[src/rtl/fifo_pkg.sv]
// rtl/fifo_pkg.sv - shared FIFO types and write-arbiter state encoding
package fifo_pkg;

    localparam int DATA_W     = 8;
    localparam int FIFO_DEPTH = 16;

    typedef logic [DATA_W-1:0] data_ty;

    typedef enum logic [1:0] {
        IDLE  = 2'd0,
        BURST = 2'd1,
        HOLD  = 2'd2
    } arb_state_e;

endpackage

[src/rtl/rr_priority_pick.sv]
// rtl/rr_priority_pick.sv - round-robin pick of the first set request at or after rr_ptr
module rr_priority_pick #(
    parameter int N_REQ = 4
) (
    input  logic [N_REQ-1:0]         req,
    input  logic [$clog2(N_REQ)-1:0] rr_ptr,
    output logic [$clog2(N_REQ)-1:0] idx,
    output logic                     valid
);

    localparam int IDX_W = $clog2(N_REQ);

    // Scan from the far end back toward rr_ptr so the closest requester is written last.
    always_comb begin
        int j;
        j     = 0;
        valid = 1'b0;
        idx   = '0;
        for (int k = N_REQ - 1; k >= 0; k--) begin
            j = int'(rr_ptr) + k;
            if (j >= N_REQ) j = j - N_REQ;
            if (req[IDX_W'(j)]) begin
                valid = 1'b1;
                idx   = IDX_W'(j);
            end
        end
    end

endmodule

[src/rtl/fifo_wr_arbiter.sv]
// rtl/fifo_wr_arbiter.sv - round-robin burst arbiter for the fifo_top write port
module fifo_wr_arbiter
    import fifo_pkg::*;
#(
    parameter int N_REQ     = 4,
    parameter int MAX_BURST = 4,
    parameter int CNT_W     = 16
) (
    input  logic                     clk,
    input  logic                     rst,
    input  logic [N_REQ-1:0]         req,
    input  data_ty                   data_in [N_REQ],
    input  logic                     fifo_full,
    output logic [N_REQ-1:0]         grant,
    output logic                     fifo_push,
    output data_ty                   fifo_data,
    output logic [$clog2(N_REQ)-1:0] owner,
    output logic                     busy,
    output logic [CNT_W-1:0]         push_cnt
);

    localparam int IDX_W = $clog2(N_REQ);
    localparam int BC_W  = $clog2(MAX_BURST) + 1;

    arb_state_e         state;
    logic [IDX_W-1:0]   rr_ptr;
    logic [BC_W-1:0]    burst_cnt;
    logic [IDX_W-1:0]   pick_idx;
    logic               pick_valid;
    logic [IDX_W-1:0]   next_owner;
    logic               last_word;

    rr_priority_pick #(.N_REQ(N_REQ)) u_pick (
        .req    (req),
        .rr_ptr (rr_ptr),
        .idx    (pick_idx),
        .valid  (pick_valid)
    );

    assign next_owner = (owner == IDX_W'(N_REQ - 1)) ? '0 : owner + 1'b1;
    assign last_word  = (burst_cnt == BC_W'(MAX_BURST - 1));
    assign busy       = (state != IDLE);

    // Grant is gated by rst so a reset landing mid-burst never pushes in its own cycle.
    always_comb begin
        grant = '0;
        if (rst && state == BURST && req[owner] && !fifo_full)
            grant[owner] = 1'b1;
        fifo_push = |(grant & req);
        fifo_data = fifo_push ? data_in[owner] : '0;
    end

    always_ff @(posedge clk) begin
        if (!rst) begin
            state     <= IDLE;
            rr_ptr    <= '0;
            owner     <= '0;
            burst_cnt <= '0;
            push_cnt  <= '0;
        end else begin
            if (fifo_push)
                push_cnt <= push_cnt + 1'b1;
            case (state)
                IDLE: begin
                    if (pick_valid && !fifo_full) begin
                        owner     <= pick_idx;
                        burst_cnt <= '0;
                        state     <= BURST;
                    end
                end
                BURST: begin
                    if (fifo_push)
                        burst_cnt <= burst_cnt + 1'b1;
                    // A final word accepted as full rises still ends the burst rather than holding.
                    if (!req[owner] || (fifo_push && last_word)) begin
                        state  <= IDLE;
                        rr_ptr <= next_owner;
                    end else if (fifo_full) begin
                        state <= HOLD;
                    end
                end
                HOLD: begin
                    if (!req[owner]) begin
                        state  <= IDLE;
                        rr_ptr <= next_owner;
                    end else if (!fifo_full) begin
                        state <= BURST;
                    end
                end
                default: state <= IDLE;
            endcase
        end
    end

endmodule

[config.mk]
export PLATFORM = sky130hd
export DESIGN_NAME = fifo_wr_arbiter
export DESIGN_NICKNAME = d
export VERILOG_FILES = /design/src/rtl/fifo_pkg.sv /design/src/rtl/rr_priority_pick.sv /design/src/rtl/fifo_wr_arbiter.sv
export SDC_FILE = /design/constraint.sdc
export NUM_CORES = 1
export LEC_CHECK = 0
export CORE_UTILIZATION = 46
export DETAILED_ROUTE_END_ITERATION = 12
export PLACE_DENSITY_LB_ADDON = 0.3
export REMOVE_ABC_BUFFERS = 1
export SLEW_MARGIN = 30
export SYNTH_ARGS = -nofsm -noshare
export SYNTH_HDL_FRONTEND = slang
export SYNTH_SLANG_ARGS = --single-unit
export TNS_END_PERCENT = 20
[constraint.sdc]
create_clock -name clk -period 7.2 [get_ports clk]
set_input_delay 2.16 -clock clk [delete_from_list [all_inputs] [get_ports clk]]
set_output_delay 2.16 -clock clk [all_outputs]
set_load 0.05 [all_outputs]
==> results.toml, run 1 <==
[outcome]
status = "complete, no violations"

[worst_setup_path]
reg2reg_depth = 8
crit_arrival_ns = 4.06
start_kind = "primary input"
critPathKind = "primary input to output port"
crit_required_ns = 5.04
slowest_stage = "mux4_2"
crit_buf_inv = 4
path_cells = "clkdlybuf4s50_1 > mux4_2 > nor3b_2 > buf_4 > nand2_1 > inv_2 > buf_12"
crit_path_max_incr_delay_ns = 0.56
timing.rr.start = "owner[0]$_SDFFE_PN0P_"
crit_path_start = "req[0]"
crit_path_end_kind = "output port"
r2r_end = "burst_cnt[1]$_SDFFE_PN0P_"
reg2reg_slack_ns = 4.54
critical_path.top_delay_family = "buffers and inverters"
worstPathMaxFanout = 15

[grt]
antenna_found_initial = 0
grt_pass1_vias = 1635
grtUsageTotal = 0.239
grt_pass1_wl_mm = 7.47
grt_start_max_net_pins = 18
overflow = 0

[power]
p_leak_uw = 0.000936
clock_power_share = 0.242
p_seq_frac = 0.434
combPwrFrac = 0.324
swShare = 0.328
vdd_drop_max_mv = 0.134
intPower_uw = 239
finalPower_uw = 356
netSwitchingPower_uw = 117
power.density_nw_per_um2 = 144

[floorplan]
die-area_um2 = 3980
start_util = 0.499
core-area_um2 = 3440
fp.dieW_um = 63.1
rows = 21
top_level_ports = 71
fp.dieH_um = 63.1

[timing]
fin_skew_ns = 0.00578
hold_viol = 0
setup_viol_count_final = 0
rsz0062_at_grt = "no"
fin_crit_sh = 0.864
whs_ns = 0.477
max_freq_mhz = 161
worst_pin_slew_ns = 0.759
maxSlewViolCount = 0
fin_crit_ns = 6.22
max-slew-margin-rel = 0.493
fin_ws_ns = 0.981
fin_tns_setup_ns = 0

[cts]
cts_max_path_buffers = 2
cts_hold_buf = 0
cts-htree-levels = 1
cts_tree = "yes"
cts_buffers = 3
cts_resized = 0
clkSinkCount = 25
clk_pin_slew_worst_paths_ns = 0.09
clock-root-buffer = "clkbuf_8"
postCtsSetupRepairBufs = 0
clock_latency_ns = 0.28

[drt]
route.detailed.drc = 0
num_vias = 1692
ant_nets = 0
first_pass_iters = 4
drtIter0Drc = 114
wire_per_inst_um = 14.5
wl_mm = 4.45
via_per_inst = 5.53

[synth]
yosys_warnings = 0
ys_ff_latch = 25
syn_area_per_cell_um2 = 8.85
synth-seq-area-share = 0.292
syn_area_um2 = 1720
ys_types = 42
synthCells = 194

[finish]
nets = 311
drive_gt1_frac = 0.115
areaGrowthSynthToFinish_pct = 44.3
antenna_cells = 0

[place]
gp_congestion = 0.859
io_buffers = 70
hpwl_mm = 3.43
preCtsSetupSlack_ns = 0.985

[hold_path]
holdPathEnd = "push_cnt[15]$_SDFFE_PN0P_"
min_from = "push_cnt[15]$_SDFFE_PN0P_"
holdPathStages = 1
min_path_type = "register to register"

[job]
maxCapViolations = 0
-- synthesized netlist by cell type --
master	count	area (µm²)
inv_2	1	3.75
o21a_1	2	15.0
and4_1	3	26.3
a22oi_1	2	15.0
a311oi_1	1	8.76
nor4b_1	2	17.5
or4_1	2	15.0
nor2_1	15	56.3
ha_1	11	138
xnor2_1	6	52.6
o21ai_1	6	30.0
nand3_1	9	45.0
nand4_1	4	25.0
o221ai_1	1	8.76
nor3b_2	1	12.5
and3_1	10	62.6
dfxtp_1	25	500
nand2_1	16	60.1
o41ai_1	1	8.76
mux4_1	1	26.3
nand2b_1	3	18.8
a21oi_1	8	40.0
and2_1	6	37.5
nor2b_1	1	6.26
clkbuf_1	5	18.8
a2111oi_0	1	8.76
a31o_1	3	26.3
a32o_1	3	30.0
inv_1	10	37.5
or4_4	1	11.3
mux4_2	8	180
nor3_1	3	15.0
nor4_1	4	25.0
buf_1	2	7.51
o31ai_1	2	15.0
buf_2	3	15.0
o21ai_0	2	10.0
mux2i_1	4	40.0
or3_1	2	12.5
o211ai_1	1	7.51
or3b_1	1	8.76
xor2_1	2	17.5
-- power groups by stage --
stage          logic (µW)  clock network [µW]  registers (µW)
2_1_floorplan        65.2                   0             159
3_3_place_gp          112                   0             157
3_5_place_dp          114                   0             157
4_1_cts               114                89.6             154
5_1_grt               124                93.4             156
6_report              115                86.2             154
-- cell families after synthesis --
logic type,after synthesis,share of synthesized area
adder cells (fa/ha/maj),11,0.0802
AO/OA/AOI/OAI,33,0.130
buffers and inverters,21,0.0481
multiplexers,13,0.144
XOR/XNOR,8,0.0408
AND/OR/NAND/NOR,83,0.265
flip-flops,25,0.292
-- flip-flops by register name, indices dropped and copies added, names as in the netlist --
register and count:
push_cnt 16, owner 2, state 2, burst_cnt 3
rr_ptr 2
-- worst reg2reg max path: stages (launching register included) --
cell,delay (ns)
dfxtp_1,0.82
inv_1,0.15
ha_1,0.25
a22oi_1,0.26
nand2_1,0.30
nand2_1,0.27
inv_2,0.11
o21ai_1,0.25
a32o_1,0.20
-- routing by layer --
metal / up-vias / global-route usage / routed length [µm]
met3: 7 / 0.0344 / 141
li1: 852 / - / -
met1: 794 / 0.284 / 1970
met2: 39 / 0.425 / 2270
met4: 0 / 0.0988 / 68
met5: - / 0 / 0
-- placed cells by master, fill, tap and decap left out, types with 2 or more instances in the layout --
master	instances
inv_1	10
ha_1	11
a32o_1	3
xor2_1	2
and2_1	6
mux4_2	8
clkdlybuf4s50_1	57
nor3_1	3
nor4_1	4
nor2_1	15
buf_4	14
or4_1	2
o21ai_0	2
nand3_1	9
xnor2_1	6
and3_1	10
nand2b_1	3
a31o_1	3
or3_1	2
a21oi_1	8
nand2_1	16
mux2i_1	4
nor4b_1	2
clkbuf_8	3
dfxtp_1	25
and4_1	3
o31ai_1	2
o21ai_1	6
nand4_1	4
o21a_1	2
a22oi_1	2
-- worst max path at each step --
stage | end | slack (ns) | depth (start not counted)
final | fifo_push | 0.98 | 7
after global routing | fifo_push | 0.89 | 7
after CTS | fifo_push | 0.99 | 7
after detailed placement | fifo_push | 0.99 | 7
after global placement | fifo_push | 1.04 | 7
after floorplan | fifo_data[0] | 1.64 | 3
-- area by class of cell --
type                            count  area, µm²
Timing Repair Buffer               72        696
Clock inverter                      1       7.51
Fill cell                         279        965
Tap cell                           46       57.6
Inverter                           11       41.3
Multi-Input combinational cell    148       1130
Sequential cell                    25        500
Clock buffer                        3       41.3
-- per-stage QoR --
stage / utilization / instance area [µm²] / instances
floorplan: - / 1680 / 184
global placement: 0.706 / 2430 / 302
detailed placement: 0.706 / 2430 / 302
CTS: 0.720 / 2480 / 306
global route: 0.720 / 2480 / 306
finish: 0.720 / 2480 / 306
Note: power is estimated with default switching activity, not from simulation.
==> run 2: changes to the inputs <==
--- a/config.mk
+++ b/config.mk
@@ -5,11 +5,11 @@
 export SDC_FILE = /design/constraint.sdc
 export NUM_CORES = 1
 export LEC_CHECK = 0
+export CORE_ASPECT_RATIO = 0.9
 export CORE_UTILIZATION = 46
 export DETAILED_ROUTE_END_ITERATION = 12
 export PLACE_DENSITY_LB_ADDON = 0.3
 export REMOVE_ABC_BUFFERS = 1
-export SLEW_MARGIN = 30
 export SYNTH_ARGS = -nofsm -noshare
 export SYNTH_HDL_FRONTEND = slang
 export SYNTH_SLANG_ARGS = --single-unit
==> results.toml, run 2 (synthesis results as in run 1) <==
[floorplan]
rows = 20
fp.dieW_um = 66.4
fp.dieH_um = 60.0
top_level_ports = 71
core-area_um2 = 3480
die-area_um2 = 3980
start_util = 0.494

[cts]
clock-root-buffer = "clkbuf_8"
cts_tree = "yes"
postCtsSetupRepairBufs = 0
cts_hold_buf = 0
cts-htree-levels = 1
cts_resized = 0
cts_buffers = 3
cts_max_path_buffers = 2
clk_pin_slew_worst_paths_ns = 0.08
clkSinkCount = 25
clock_latency_ns = 0.27

[timing]
fin_skew_ns = 0.00978
fin_ws_ns = 0.951
worst_pin_slew_ns = 0.746
max_freq_mhz = 160
rsz0062_at_grt = "no"
fin_crit_ns = 6.25
fin_crit_sh = 0.868
maxSlewViolCount = 0
setup_viol_count_final = 0
hold_viol = 0
fin_tns_setup_ns = 0
max-slew-margin-rel = 0.502

[finish]
finalNonFillerCells = 304
antenna_cells = 0
layout_commonest_cell = "clkdlybuf4s50_1"
areaGrowthSynthToFinish_pct = 44.2
drive_gt1_frac = 0.115
nets = 311
reg_top3 = "push_cnt: 16 flops, burst_cnt: 3 flops"
top_register = "push_cnt"
final_cell_mix = "clkdlybuf4s50_1, dfxtp_1, nand2_1"
largest_register_ff_count = 16

[worst_setup_path]
crit_path_end_kind = "output port"
reg2reg_depth = 8
crit_required_ns = 5.04
critPathKind = "primary input to output port"
worstPathMaxFanout = 15
crit_arrival_ns = 4.09
timing.rr.start = "owner[0]$_SDFFE_PN0P_"
reg2reg_slack_ns = 4.50
r2r_end = "burst_cnt[1]$_SDFFE_PN0P_"
start_kind = "primary input"

[place]
dpl.cell_count = 300
preCtsSetupSlack_ns = 0.975
io_buffers = 70
hpwl_mm = 3.45
gp_congestion = 0.819

[power]
swShare = 0.327
p_leak_uw = 0.000936
power.density_nw_per_um2 = 143
p_seq_frac = 0.433
netSwitchingPower_uw = 116
vdd_drop_max_mv = 0.112
intPower_uw = 239
combPwrFrac = 0.324
clock_power_share = 0.243

[hold_path]
min_path_type = "register to register"
holdPathStages = 2
holdPathEnd = "push_cnt[1]$_SDFFE_PN0P_"
min_from = "push_cnt[1]$_SDFFE_PN0P_"

[grt]
grt_pass1_vias = 1516
overflow = 0
grt_pass1_wl_mm = 7.13
grt_start_max_net_pins = 18
grtUsageTotal = 0.238
antenna_found_initial = 0

[drt]
ant_nets = 0
via_per_inst = 5.54
drtIter0Drc = 125
wl_mm = 4.38
route.detailed.drc = 0
num_vias = 1683
first_pass_iters = 4
wire_per_inst_um = 14.4

[outcome]
status = "complete, no violations"

[job]
maxCapViolations = 0
run 2: power by group through the flow:
stage | Sequential, µW | Combinational, µW | Clock (µW)
floorplan | 159 | 65.2 | 0
global placement | 157 | 113 | 0
detailed placement | 157 | 114 | 0
CTS | 154 | 115 | 88.8
global route | 155 | 125 | 94.9
finish | 154 | 115 | 86.3
run 2: final cells by class:
class | count | area [µm²]
clock inverters | 1 | 7.51
clock buffers | 3 | 41.3
repair buffers | 72 | 696
multi-input cells | 148 | 1130
flip-flops and latches | 25 | 500
inverters | 11 | 41.3
fillers | 269 | 1000
well taps | 44 | 55.1
run 2: routing by layer:
layer,global-route usage,part of all wire
met2,0.404,0.48
met5,0,0
met4,0.0669,0.014
met1,0.311,0.47
met3,0.0420,0.035
run 2: worst max path at each step:
stage	end	depth (start not counted)	start	slack (ns)
3_5_place_dp	fifo_push	7	req[0]	0.98
5_1_grt	fifo_push	7	req[0]	0.86
2_1_floorplan	fifo_data[0]	3	req[1]	1.64
6_report	fifo_push	7	req[0]	0.95
3_3_place_gp	fifo_push	7	req[3]	1.04
4_1_cts	fifo_push	7	req[0]	0.97
run 2: critical path, stage by stage:
cell and delay (ns):
clkdlybuf4s50_1 0.52, mux4_2 0.57, nor3b_2 0.18, buf_4 0.18, nand2_1 0.20, inv_2 0.11
buf_12 0.16
run 2: through the flow:
stage          total power (µW)  utilization  hold slack, ns  cell area (µm²)
6_report                    355        0.712           0.493             2470
5_1_grt                     375        0.712           0.505             2470
4_1_cts                     358        0.712           0.499             2470
3_5_place_dp                271        0.697           0.481             2430
3_3_place_gp                270        0.697           0.465             2430
2_1_floorplan               224            -           0.450             1680
==> run 3: changes to the inputs <==
--- a/config.mk
+++ b/config.mk
@@ -10,6 +10,7 @@
 export DETAILED_ROUTE_END_ITERATION = 12
 export PLACE_DENSITY_LB_ADDON = 0.3
 export REMOVE_ABC_BUFFERS = 1
+export SLEW_MARGIN = 10
 export SYNTH_ARGS = -nofsm -noshare
 export SYNTH_HDL_FRONTEND = slang
 export SYNTH_SLANG_ARGS = --single-unit
==> results of run 3 <==
No change in the layout: final DEF, timing and power equal those of run 2.
